[config.mk]
export PLATFORM = sky130hd
export DESIGN_NAME = uart_rx_frame_ctrl
export DESIGN_NICKNAME = d
export VERILOG_FILES = /design/src/rtl/uart_rx_frame_ctrl.sv
export SDC_FILE = /design/constraint.sdc
export NUM_CORES = 1
export LEC_CHECK = 0
export ABC_CLOCK_PERIOD_IN_PS = 1800
export CAP_MARGIN = 40
export CORE_ASPECT_RATIO = 1.4
export CORE_MARGIN = 5
export CORE_UTILIZATION = 50
export DETAILED_ROUTE_END_ITERATION = 12
export GPL_TIMING_DRIVEN = 0
export PLACE_DENSITY = 0.73
export REMOVE_ABC_BUFFERS = 1
export SETUP_SLACK_MARGIN = 0.2
export SYNTH_ARGS = -nofsm -noshare
export SYNTH_HDL_FRONTEND = slang
export SYNTH_SLANG_ARGS = --single-unit
[constraint.sdc]
create_clock -name clk -period 1.8 [get_ports clk]
set_clock_uncertainty 0.1 [all_clocks]
set_input_delay 0.27 -clock clk [delete_from_list [all_inputs] [get_ports clk]]
set_output_delay 0.27 -clock clk [all_outputs]
set_load 0.01 [all_outputs]
[src/rtl/uart_rx_frame_ctrl.sv]
// UART RX frame sequencer: start/data/stop framing with a single-entry valid/ready byte holding register.
// Optional even-parity bit between data and stop is enabled by defining UART_RX_PARITY_EN.
module uart_rx_frame_ctrl #(
  parameter int TIMEOUT_CYC = 4096,
  parameter int CNT_W       = 13
) (
  input  logic       clk,
  input  logic       rst,
  input  logic       rxck,
  input  logic       rxsdo,
  output logic [7:0] rx_data,
  output logic       rx_valid,
  input  logic       rx_ready,
  output logic       frm_err,
  output logic       ovr_err,
  output logic       to_err,
  output logic       busy,
  output logic [1:0] dbg_state
);

  // Handshake: a byte transfers in every cycle where rx_valid && rx_ready; rx_valid
  // stays high and rx_data stays stable until that happens.
  typedef enum logic [1:0] {
    IDLE = 2'd0,
    DATA = 2'd1,
    PAR  = 2'd2,
    STOP = 2'd3
  } state_e;

  localparam logic [CNT_W-1:0] TO_LAST = CNT_W'(TIMEOUT_CYC - 1);

  state_e           state_q, state_d;
  logic             rxck_q;
  logic             stb;
  logic [2:0]       bitcnt_q, bitcnt_d;
  logic [7:0]       shift_q, shift_d;
  logic [7:0]       rx_data_q, rx_data_d;
  logic [CNT_W-1:0] to_cnt_q, to_cnt_d;
  logic             rx_valid_q, rx_valid_d;
  logic             frm_err_q, frm_err_d;
  logic             ovr_err_q, ovr_err_d;
  logic             to_err_q, to_err_d;
  logic             busy_q, busy_d;
  logic             complete;
  logic             frame_ok;

`ifdef UART_RX_PARITY_EN
  logic             par_err_q, par_err_d;
  assign frame_ok = rxsdo & ~par_err_q;
`else
  assign frame_ok = rxsdo;
`endif

  assign stb = rxck_q & ~rxck;

  always_comb begin
    state_d    = state_q;
    bitcnt_d   = bitcnt_q;
    shift_d    = shift_q;
    rx_data_d  = rx_data_q;
    rx_valid_d = rx_valid_q;
    frm_err_d  = 1'b0;
    ovr_err_d  = 1'b0;
    to_err_d   = 1'b0;
    complete   = 1'b0;
`ifdef UART_RX_PARITY_EN
    par_err_d  = par_err_q;
`endif

    if (stb || state_q == IDLE) begin
      to_cnt_d = '0;
    end else if (to_cnt_q != '1) begin
      to_cnt_d = to_cnt_q + 1'b1;
    end else begin
      to_cnt_d = to_cnt_q;
    end

    case (state_q)
      IDLE: begin
        if (stb && !rxsdo) begin
          state_d  = DATA;
          bitcnt_d = 3'd0;
        end
      end
      DATA: begin
        if (stb) begin
          shift_d  = {rxsdo, shift_q[7:1]};
          bitcnt_d = bitcnt_q + 3'd1;
          if (bitcnt_q == 3'd7) begin
`ifdef UART_RX_PARITY_EN
            state_d = PAR;
`else
            state_d = STOP;
`endif
          end
        end
      end
`ifdef UART_RX_PARITY_EN
      PAR: begin
        if (stb) begin
          par_err_d = ^{shift_q, rxsdo};
          state_d   = STOP;
        end
      end
`endif
      STOP: begin
        if (stb) begin
          state_d = IDLE;
          if (frame_ok) complete  = 1'b1;
          else          frm_err_d = 1'b1;
        end
      end
      default: state_d = IDLE;
    endcase

    // A strobe on the terminal count keeps the frame alive.
    if (!stb && state_q != IDLE && to_cnt_q == TO_LAST) begin
      state_d  = IDLE;
      to_err_d = 1'b1;
    end

    if (complete && (!rx_valid_q || rx_ready)) begin
      rx_data_d  = shift_q;
      rx_valid_d = 1'b1;
    end else begin
      if (complete)               ovr_err_d  = 1'b1;
      if (rx_valid_q && rx_ready) rx_valid_d = 1'b0;
    end

    busy_d = (state_d != IDLE);
  end

  always_ff @(posedge clk) begin
    if (!rst) begin
      state_q    <= IDLE;
      rxck_q     <= 1'b1;
      bitcnt_q   <= 3'd0;
      shift_q    <= 8'd0;
      to_cnt_q   <= '0;
      rx_data_q  <= 8'd0;
      rx_valid_q <= 1'b0;
      frm_err_q  <= 1'b0;
      ovr_err_q  <= 1'b0;
      to_err_q   <= 1'b0;
      busy_q     <= 1'b0;
`ifdef UART_RX_PARITY_EN
      par_err_q  <= 1'b0;
`endif
    end else begin
      state_q    <= state_d;
      rxck_q     <= rxck;
      bitcnt_q   <= bitcnt_d;
      shift_q    <= shift_d;
      to_cnt_q   <= to_cnt_d;
      rx_data_q  <= rx_data_d;
      rx_valid_q <= rx_valid_d;
      frm_err_q  <= frm_err_d;
      ovr_err_q  <= ovr_err_d;
      to_err_q   <= to_err_d;
      busy_q     <= busy_d;
`ifdef UART_RX_PARITY_EN
      par_err_q  <= par_err_d;
`endif
    end
  end

  assign rx_data   = rx_data_q;
  assign rx_valid  = rx_valid_q;
  assign frm_err   = frm_err_q;
  assign ovr_err   = ovr_err_q;
  assign to_err    = to_err_q;
  assign busy      = busy_q;
  assign dbg_state = state_q;

endmodule

Yosys cells after proc, flatten, opt, wreduce, memory -nomap -nowiden
Index checks and enable logic that the tools add are counted.

operators by class
  bitwise gates (word level) = 3
  mux-type cells = 17
  add/sub/neg operators = 2
  equal/unequal tests = 7
  reductions and logical operators = 20

operator list
  cell                                                                     number
  13-bit by 1-bit adder with 13-bit output, second input constant          1
  13-bit by 12-bit equality test with 1-bit output, second input constant  1
  13-bit inequality test, second input constant                            1
  2-bit two-way mux                                                        5
  1-bit two-way mux                                                        8
  2-bit nonzero test                                                       4
  3-bit two-way mux                                                        2
  2-bit one-hot mux with 3 select lines                                    1
  3-bit one-hot mux with 2 select lines                                    1
  3-bit AND reduction                                                      2
  1-bit logical AND                                                        5
  2-bit OR reduction                                                       2
  3-bit by 1-bit adder with 3-bit output, second input constant            1
  3-bit equality test, second input constant                               1
  1-bit logical NOT                                                        3
  2-bit by 1-bit equality test with 1-bit output, second input constant    1
  2-bit equality test, second input constant                               1
  2-bit logical NOT                                                        1
  1-bit logical OR                                                         2
  2-bit by 1-bit inequality test with 1-bit output, second input constant  1
  2-bit inequality test, second input constant                             1
  1-bit NOT                                                                2
  2-bit AND reduction                                                      1
  1-bit bitwise AND                                                        1

word-level totals
  input bits = 5
  register bits after elaboration = 40
  logic and storage cells = 60
  output and inout bits = 15

Logic depth before layout (Yosys ltp)
Gate-level depths: netlist of the first run.

  depth in word-level cells = 7
  mapped depth = 5
  depth with buffers taken out = 5

Worst setup path after synthesis of the first run
No wires, ideal clock.

  path kind = register to register
  start point = register to_cnt_q[0]
  end point = register to_cnt_q[10]
  stages on the path, launching flop included = 6
  arrival time = 1.448 ns
  path slack = 0.181 ns
  required time = 1.629 ns
  setup time = 0.071 ns
  cell sequence = dfxtp_1 > ha_1 > and2_1 > nand3_2 > or4_1 > a21oi_1

between the ends
  cells in the longest elaborated chain, start to end = 1

ends and longest elaborated chain
  what                                                                                       line    text
  from (decl)                                                                                38      logic [CNT_W-1:0] to_cnt_q, to_cnt_d;
  from (signal assigned)                                                                     154     to_cnt_q <= to_cnt_d;
  13-bit by 1-bit adder with 13-bit output / 13-bit inequality test (equally long branches)  73, 72

Parallel ways exist; a longest one is shown, timed or not.
A chain may end at the register's enable or synchronous reset.

Worst setup path after layout of the first run
  start point = input port rst
  end point = register to_cnt_q[5]

between the ends
  cells in the longest elaborated chain, start to end = 2

ends and longest elaborated chain
  what                          line  text
  from (decl)                   8     input logic rst,
  1-bit NOT (no line)           n/a
  2-bit OR reduction (no line)  n/a

Every way passes these cells.

==> results.yml, run 1 <==
status:
  outcome: "finished, final reports clean"
die:
  core_um2: 3120
  rows: 24
  dieHeight_um: 77.4
  initial_core_util: 0.520
  io_pins: 20
  fp.dieArea_um2: 4500
  fp.dieW_um: 58.2
yosys:
  synth_xor_xnor_area_share: 0.0108
  ys_seq_area_frac: 0.493
  synthMuxAreaShare: 0.0616
  synth-async-reset-ratio: 0
  ys_ff_latch: 40
  synth.area.top_cells: "dfxtp_1, mux2i_1, nand2_1"
  synth_compound_area_frac: 0.107
  synth_top_family_by_area: "simple AND/OR/NAND/NOR gates"
  synth_common_cells: "dfxtp_1, nand2_1, nor2_1"
  syn_area_per_cell_um2: 8.97
  synth_top_area_cell: "dfxtp_1"
  yosys_warnings: 0
  synth-edff-count: 0
  syn-instance-count: 181
  synth_top_cell_area_share: 0.493
  yosys.cell_count.top_type: "dfxtp_1"
  yosys.area_share.adder: 0.0231
  synth.distinct_cells: 34
  synth_ff_type: "dfxtp_1"
  yosys.area_share.simple: 0.285
  syn_area_um2: 1620
setup_path:
  ff2ff_setup_slack_ps: 210
  endpoint_kind: "register"
  critical-path-slowest-cell: "clkdlybuf4s50_1"
  crit_chain: "clkdlybuf4s50_1, o21ai_0, nand2b_4, or4_1, nand2_1"
  cp.arrival_ps: 1750
  crit_buf_inv: 1
  slowest_delay_ps: 540
  startpoint_type: "input port"
  crit_family: "simple AND/OR/NAND/NOR gates"
  worstPathRequired_ps: 1930
  worstSetupPathType: "input port to register"
  worstPathMaxFanout: 12
grt:
  grtUsageTotal: 0.156
  overflow: 0
  first_global_vias: 1309
  grt_max_degree: 23
  grt_pass1_wl_mm: 5.50
  antenna_found_initial: 0
clock_network:
  ctsHoldBuffers: 0
  clk_latency_ps: 290
  clock_path_buffers: 2
  clock_tree.root_cell: "clkbuf_8"
  htreeDepth: 2
  cts_buffers: 5
  numClockSinks: 40
  cts_tree: "done"
  cts.clk_slew.worst_paths_ps: 80
power:
  p_sw_w: 0.000332
  power.share.clock: 0.389
  p_leak_nw: 0.806
  pwr-share-comb: 0.034
  sw_frac_of_total: 0.215
  power_w: 0.00155
  p_int_w: 0.00121
  p_per_area_nw_per_um2: 758
  ir_worst_vdd_v: 0.000582
  seqPwrFrac: 0.577
min_path:
  hp-class: "register to register"
drt:
  drcViolationCount: 0
  drtPass1Iterations: 4
  drt-initial-drc-count: 39
  postRouteAntennaNets: 0
  wirelength_mm: 3.25
  post_drt_wl_per_cell_um: 13.3
  vias: 1355
  vias_per_cell: 5.53
cells_and_area:
  fin_nets: 213
  areaGrowthSynthToFinish_pct: 25.6
  utilization: 0.653
  fill_cells: 266
  final_area_um2: 2040
  seqCellArea_um2: 817
  multi_input_area_um2: 860
  insertedDiodeCount: 0
  final_layout_size_suffix_gt1_frac: 0.155
  fin_cells: 245
timing:
  tightest_slew_ps: 618
  finalWorstSetupSlack_ps: 172
  maxSlewViolCount: 0
  max_freq_mhz: 614
  rsz0062_at_grt: "yes"
  max_slew_margin: 0.588
  min_period_ps: 1630
  finalCritPeriodShare: 0.904
  finalHoldViolations: 0
  setup_viol: 0
placement:
  preCtsSetupSlack_ps: -339
  gp_congestion: 0.793
  dp_hpwl_mm: 2.35
  dp_cells: 235
  io_buffers: 19
  place_area_um2: 1850
run:
  cap_viol_max_count: 0
==> power groups by stage <==
stage	Clock, W	Combinational (W)	Sequential, W
final	0.000601	0.0000530	0.000892
after global routing	0.000656	0.0000587	0.000893
after CTS	0.000621	0.0000511	0.000896
after detailed placement	0	0.0000508	0.000916
after global placement	0	0.0000493	0.000916
after floorplan	0	0.0000246	0.000917
==> kinds of logic after synthesis <==
family / Yosys count
multiplexers: 10
adder cells (fa/ha/maj): 3
XOR/XNOR: 2
AND/OR/NAND/NOR: 88
AO/OA/AOI/OAI: 30
flip-flops: 40
buffers and inverters: 8
==> path summary, 6_finish.rpt <==
path / cells past startpoint / from / end
setup / recovery: 5 / rst / to_cnt_q[5]
hold reg to reg: 2 / shift_q[0] / shift_q[0]
hold / removal: 2 / shift_q[0] / shift_q[0]
setup reg to reg: 6 / to_cnt_q[1] / to_cnt_q[1]
==> cell usage in the layout, fill, tap and decap left out, types with 2 or more instances in the layout <==
master,count
a21oi_1,17
and2_1,2
and3_1,3
and3_2,2
buf_4,2
clkbuf_8,6
clkdlybuf4s50_1,17
clkinv_2,2
dfxtp_1,33
dfxtp_2,4
dfxtp_4,3
ha_1,2
inv_1,4
mux2i_1,10
nand2_1,23
nand2b_1,4
nand3_1,7
nand3_2,4
nand4_1,2
nor2_1,21
nor3_1,3
o21ai_0,4
o31ai_1,4
or4_1,4
==> timing repair <==
action | in CTS | in global routing
endpoints found under the setup margin | 26 | 30
buffers inserted | 1 | 1
gates resized for setup | 14 | 13
hold endpoints to repair | 0 | 0
pin swaps | 3 | 2
==> worst register-to-register path: cells and delay by family, from the launching register on <==
kind | cells | cell delay (ps)
DFF | 1 | 370
buffers and inverters | 1 | 190
and+or+nand+nor | 3 | 470
adders and majority gates | 1 | 160
muxes | 1 | 190
==> flip-flops by register name, indices dropped and copies added (netlist names) <==
signal,count
shift_q,8
rx_valid,1
bitcnt_q,3
busy,1
dbg_state,2
ovr_err,1
rx_data,8
frm_err,1
to_cnt_q,13
to_err,1
rxck_q,1
==> metrics by stage <==
| step | TNS, ps | hold WS (ps) |
|---|---|---|
| finish | 0 | 361 |
| global route | 0 | 390 |
| CTS | 0 | 363 |
| detailed placement | -3220 | 352 |
| global placement | -2240 | 345 |
| floorplan | 0 | 242 |
==> metal layers <==
metal,global-route usage,part of all wire,vias to the layer above
li1,-,-,688
met1,0.153,0.41,638
met5,0,0,-
met4,0.102,0.023,0
met2,0.281,0.53,22
met3,0.0399,0.034,7
==> layout make-up <==
class,count,share of cell area
Tap cell,39,0.0239
Clock inverter,2,0.00491
Multi-Input combinational cell,133,0.421
Clock buffer,6,0.0405
Timing Repair Buffer,21,0.101
Inverter,4,0.00736
Sequential cell,40,0.401
(Power assumes the default switching activity.)
==> run 2, diff against run 1 <==
--- a/config.mk
+++ b/config.mk
@@ -12,9 +12,10 @@
 export CORE_UTILIZATION = 50
 export DETAILED_ROUTE_END_ITERATION = 12
 export GPL_TIMING_DRIVEN = 0
-export PLACE_DENSITY = 0.73
+export PLACE_DENSITY = 0.8
 export REMOVE_ABC_BUFFERS = 1
 export SETUP_SLACK_MARGIN = 0.2
+export SKIP_CTS_REPAIR_TIMING = 1
 export SYNTH_ARGS = -nofsm -noshare
 export SYNTH_HDL_FRONTEND = slang
 export SYNTH_SLANG_ARGS = --single-unit
==> run 2 against run 1 <==
Utilization grew 3.0 points. Critical path type is now register to register. Register-to-register slack is essentially flat. Highest routed layer unchanged. Worst setup slack better by 28 ps. Critical path depth stayed put. Clock-buffer cell count did not move.
==> results.yml, run 2 (synthesis gave the netlist of run 1 again) <==
timing:
  max_freq_mhz: 625
  maxSlewViolCount: 0
  rsz0062_at_grt: "yes"
  finalSetupTns_ps: 0
  setup_viol: 0
  min_period_ps: 1600
  finalHoldViolations: 0
  tightest_slew_ps: 627
  max_slew_margin: 0.581
  finalCritPeriodShare: 0.889
clock_network:
  clock_path_buffers: 2
  clk_latency_ps: 290
  cts.clk_slew.worst_paths_ps: 70
  cts_buffers: 5
  clock_tree.root_cell: "clkbuf_8"
  cts_tree: "done"
  htreeDepth: 2
  numClockSinks: 40
die:
  core_um2: 3120
  fp.dieW_um: 58.2
  initial_core_util: 0.520
  fp.dieArea_um2: 4500
  dieHeight_um: 77.4
  io_pins: 20
  rows: 24
setup_path:
  worstPathRequired_ps: 1930
  crit_chain: "ha_4, and2_4, nand3_2, or4_4, a21oi_2"
  endpoint_kind: "register"
  reg2reg_depth: 5
  cp.arrival_ps: 1730
  startpoint_type: "register"
  critical-path-slowest-cell: "or4_4"
  slowest_delay_ps: 510
  worstPathMaxFanout: 5
  worstSetupPathType: "register to register"
placement:
  dp_hpwl_mm: 2.32
  io_buffers: 19
  gp_congestion: 0.895
drt:
  vias: 1391
  drt-initial-drc-count: 42
  vias_per_cell: 5.59
  drtPass1Iterations: 4
  postRouteAntennaNets: 0
  drcViolationCount: 0
  wirelength_mm: 3.61
  post_drt_wl_per_cell_um: 14.5
power:
  seqPwrFrac: 0.540
  p_leak_nw: 0.838
  p_sw_w: 0.000332
  p_int_w: 0.00132
  sw_frac_of_total: 0.201
  power.share.clock: 0.426
  p_per_area_nw_per_um2: 775
  pwr-share-comb: 0.034
  ir_worst_vdd_v: 0.00103
grt:
  grt_pass1_wl_mm: 5.31
  antenna_found_initial: 0
  use_met3: 0.0548
  grt_max_degree: 23
  grtUsageTotal: 0.151
  use_met2: 0.284
  first_global_vias: 1346
  grt.busiest_layer: "met2"
  met1_usage: 0.134
  overflow: 0
cells_and_area:
  final_layout_size_suffix_gt1_frac: 0.195
  fin_nets: 217
  areaGrowthSynthToFinish_pct: 31.4
  fill_cells: 247
  insertedDiodeCount: 0
  final_cell_mix: "dfxtp_1, nand2_1, nor2_1"
  final_common_cell: "dfxtp_1"
  largest_reg_flops: 13
  utilization: 0.683
  top_register: "to_cnt_q"
min_path:
  hold_depth: 2
  hp-class: "input port to register"
run:
  cap_viol_max_count: 0
status:
  outcome: "finished, final reports clean"
-- run 2: power by group through the flow --
stage | registers (W) | clock network [W] | logic (W)
final | 0.000892 | 0.000705 | 0.0000563
after global routing | 0.000893 | 0.000758 | 0.0000621
after CTS | 0.000896 | 0.000722 | 0.0000504
after detailed placement | 0.000916 | 0 | 0.0000500
after global placement | 0.000916 | 0 | 0.0000489
after floorplan | 0.000917 | 0 | 0.0000246
-- run 2: layout make-up --
cell class | count | area [um2] | area share
multi-input combinational | 133 | 892 | 0.418
clock buffer | 6 | 72.6 | 0.0340
sequential | 40 | 821 | 0.385
clock inverter | 2 | 35.0 | 0.0164
timing repair buffer | 25 | 250 | 0.117
tap | 39 | 48.8 | 0.0229
inverter | 4 | 15.0 | 0.00703
-- run 2: worst paths after layout --
check,start,endpoint,slack [ps]
max,to_cnt_q[1],to_cnt_q[10],200
min,rst,rxck_q,160
max reg2reg,to_cnt_q[1],to_cnt_q[10],200
min reg2reg,shift_q[0],shift_q[0],360
-- run 2: stage by stage --
step / total power (W) / hold WS [ps] / instances / instance area [um2] / setup slack, ps
CTS: 0.00167 / 365 / 243 / 1950 / -43.6
floorplan: 0.000941 / 242 / 177 / 1610 / 179
finish: 0.00165 / 164 / 249 / 2130 / 200
global route: 0.00171 / 184 / 249 / 2130 / 115
detailed placement: 0.000966 / 355 / 235 / 1850 / -344
global placement: 0.000965 / 346 / 235 / 1850 / -274
-- run 2: routing by layer --
| metal | wire (um) | part of all wire |
|---|---|---|
| met1 | 1300 | 0.36 |
| met3 | 125 | 0.035 |
| met4 | 67 | 0.019 |
| met5 | 0 | 0 |
| met2 | 2130 | 0.59 |
-- run 2: critical path, delay by kind of cell, from the launching register on --
| kind | cells | cell delay (ps) |
|---|---|---|
| AND/OR/NAND/NOR | 3 | 770 |
| flip-flops | 1 | 370 |
| adder cells (fa/ha/maj) | 1 | 170 |
| AO/OA/AOI/OAI | 1 | 130 |
==> run 3, diff against run 2 <==
--- a/config.mk
+++ b/config.mk
@@ -8,7 +8,7 @@
 export ABC_CLOCK_PERIOD_IN_PS = 1800
 export CAP_MARGIN = 40
 export CORE_ASPECT_RATIO = 1.4
-export CORE_MARGIN = 5
+export CORE_MARGIN = 3
 export CORE_UTILIZATION = 50
 export DETAILED_ROUTE_END_ITERATION = 12
 export GPL_TIMING_DRIVEN = 0
==> run 3 against run 2 <==
Utilization increased by 2.6 points. Clock-buffer cell count unchanged. Critical path depth increased by 1. Total power decreased by 6.4%. Final cell count decreased by 0.40%. Sequential share of layout area increased by 0.38 points. Via count increased by 0.72%. First-iteration DRC count decreased by 43%. Critical path type unchanged. Critical endpoint is now to_cnt_q[5].
==> results.yml, run 3 (synthesis gave the netlist of run 1 again) <==
status:
  outcome: "finished, final reports clean"
min_path:
  hp-start: "shift_q[0]"
  hold_end: "shift_q[0]"
  hold_depth: 2
  hp-class: "register to register"
timing:
  rsz0062_at_grt: "yes"
  finalWorstSetupSlack_ps: 228
  whs_ps: 371
  max_slew_margin: 0.577
  maxSlewViolCount: 0
  setup_viol: 0
  finalHoldViolations: 0
  max_freq_mhz: 636
  min_period_ps: 1570
  finalCritPeriodShare: 0.874
  tightest_slew_ps: 634
grt:
  use_met3: 0.0507
  use_met2: 0.332
  met1_usage: 0.176
  first_global_vias: 1250
  grtUsageTotal: 0.183
  overflow: 0
  grt_max_degree: 23
  grt.busiest_layer: "met2"
  grt_pass1_wl_mm: 5.29
  antenna_found_initial: 0
placement:
  dp_hpwl_mm: 2.33
  gp_congestion: 0.796
  io_buffers: 19
  preCtsSetupSlack_ps: -304
setup_path:
  ff2ff_setup_slack_ps: 230
  startpoint_type: "register"
  reg2reg_depth: 6
  endpoint_kind: "register"
  worstPathRequired_ps: 1940
  worstSetupPathType: "register to register"
  cp.arrival_ps: 1710
  crit_start: "to_cnt_q[1]"
  worstPathMaxFanout: 7
  reg2reg_from: "to_cnt_q[1]"
  r2r-end: "to_cnt_q[5]"
die:
  io_pins: 20
  fp.dieArea_um2: 3980
  fp.dieW_um: 54.2
  initial_core_util: 0.543
  core_um2: 2990
  dieHeight_um: 73.4
  rows: 23
cells_and_area:
  fin_nets: 218
  final_layout_size_suffix_gt1_frac: 0.199
  final_cell_mix: "dfxtp_1, nand2_1, nor2_1"
  final_common_cell: "dfxtp_1"
  largest_reg_flops: 13
  areaGrowthSynthToFinish_pct: 30.7
  top_register: "to_cnt_q"
  insertedDiodeCount: 0
drt:
  drt-initial-drc-count: 24
  drtPass1Iterations: 4
  wirelength_mm: 3.60
  vias: 1401
  postRouteAntennaNets: 0
  vias_per_cell: 5.65
  post_drt_wl_per_cell_um: 14.5
  drcViolationCount: 0
clock_network:
  numClockSinks: 40
  cts_buffers: 5
  cts.clk_slew.worst_paths_ps: 80
  htreeDepth: 2
  clk_latency_ps: 290
  clock_path_buffers: 2
  clock_tree.root_cell: "clkbuf_8"
  cts_tree: "done"
power:
  p_leak_nw: 0.844
  ir_worst_vdd_v: 0.000683
  p_per_area_nw_per_um2: 729
run:
  cap_viol_max_count: 0
[run 3: cell count changes in the layout (fill, tap and decap cells not counted), sizes merged]
| cell | before | now |
|---|---|---|
| clkdlybuf4s50 | 16 | 17 |
| buf | 6 | 7 |
| bufinv | 1 | 0 |
| dlymetal6s2s | 3 | 2 |
| clkinv | 1 | 2 |
[run 3: critical path, cell delays in order (launching register included)]
cell     delay (ps)
dfxtp_4         370
ha_4            180
nand3_4         120
nor4_4           60
buf_4           170
or4_1           460
nand2_1          70
[run 3: worst max path at each step]
| stage | endpoint | slack (ps) | cells past startpoint |
|---|---|---|---|
| floorplan | to_cnt_q[10] | 180 | 5 |
| global placement | to_cnt_q[5] | -280 | 5 |
| detailed placement | to_cnt_q[5] | -300 | 5 |
| CTS | busy | -80 | 5 |
| global route | to_cnt_q[3] | 160 | 6 |
| finish | to_cnt_q[5] | 230 | 6 |
[run 3: metal layers]
layer | part of all wire | vias up
met5 | 0 | -
met4 | 0.019 | 0
met3 | 0.030 | 9
met2 | 0.55 | 26
met1 | 0.40 | 667
li1 | - | 699
[run 3: final cells by class]
class / instances / area [um2]
clock buffers: 6 / 82.6
multi-input cells: 133 / 897
repair buffers: 26 / 248
clock inverters: 2 / 10.0
inverters: 4 / 15.0
fillers: 220 / 870
well taps: 37 / 46.3
flip-flops and latches: 40 / 825
[run 3: power by group]
part | switching, W | internal (W) | leakage [nW]
Clock | 0.000295 | 0.000305 | 0.0510
Sequential | 0.00000555 | 0.000884 | 0.329
Combinational | 0.0000325 | 0.0000248 | 0.464
Total | 0.000334 | 0.00121 | 0.844
[run 3: through the flow]
| stage | std cells | utilization | TNS [ps] | area, um2 | power (W) |
|---|---|---|---|---|---|
| 2_1_floorplan | 177 | - | 0 | 1610 | 0.000941 |
| 3_3_place_gp | 233 | 0.616 | -1720 | 1840 | 0.000965 |
| 3_5_place_dp | 233 | 0.616 | -2930 | 1840 | 0.000967 |
| 4_1_cts | 241 | 0.647 | -217 | 1940 | 0.00156 |
| 5_1_grt | 248 | 0.709 | 0 | 2120 | 0.00160 |
| 6_report | 248 | 0.709 | 0 | 2120 | 0.00155 |
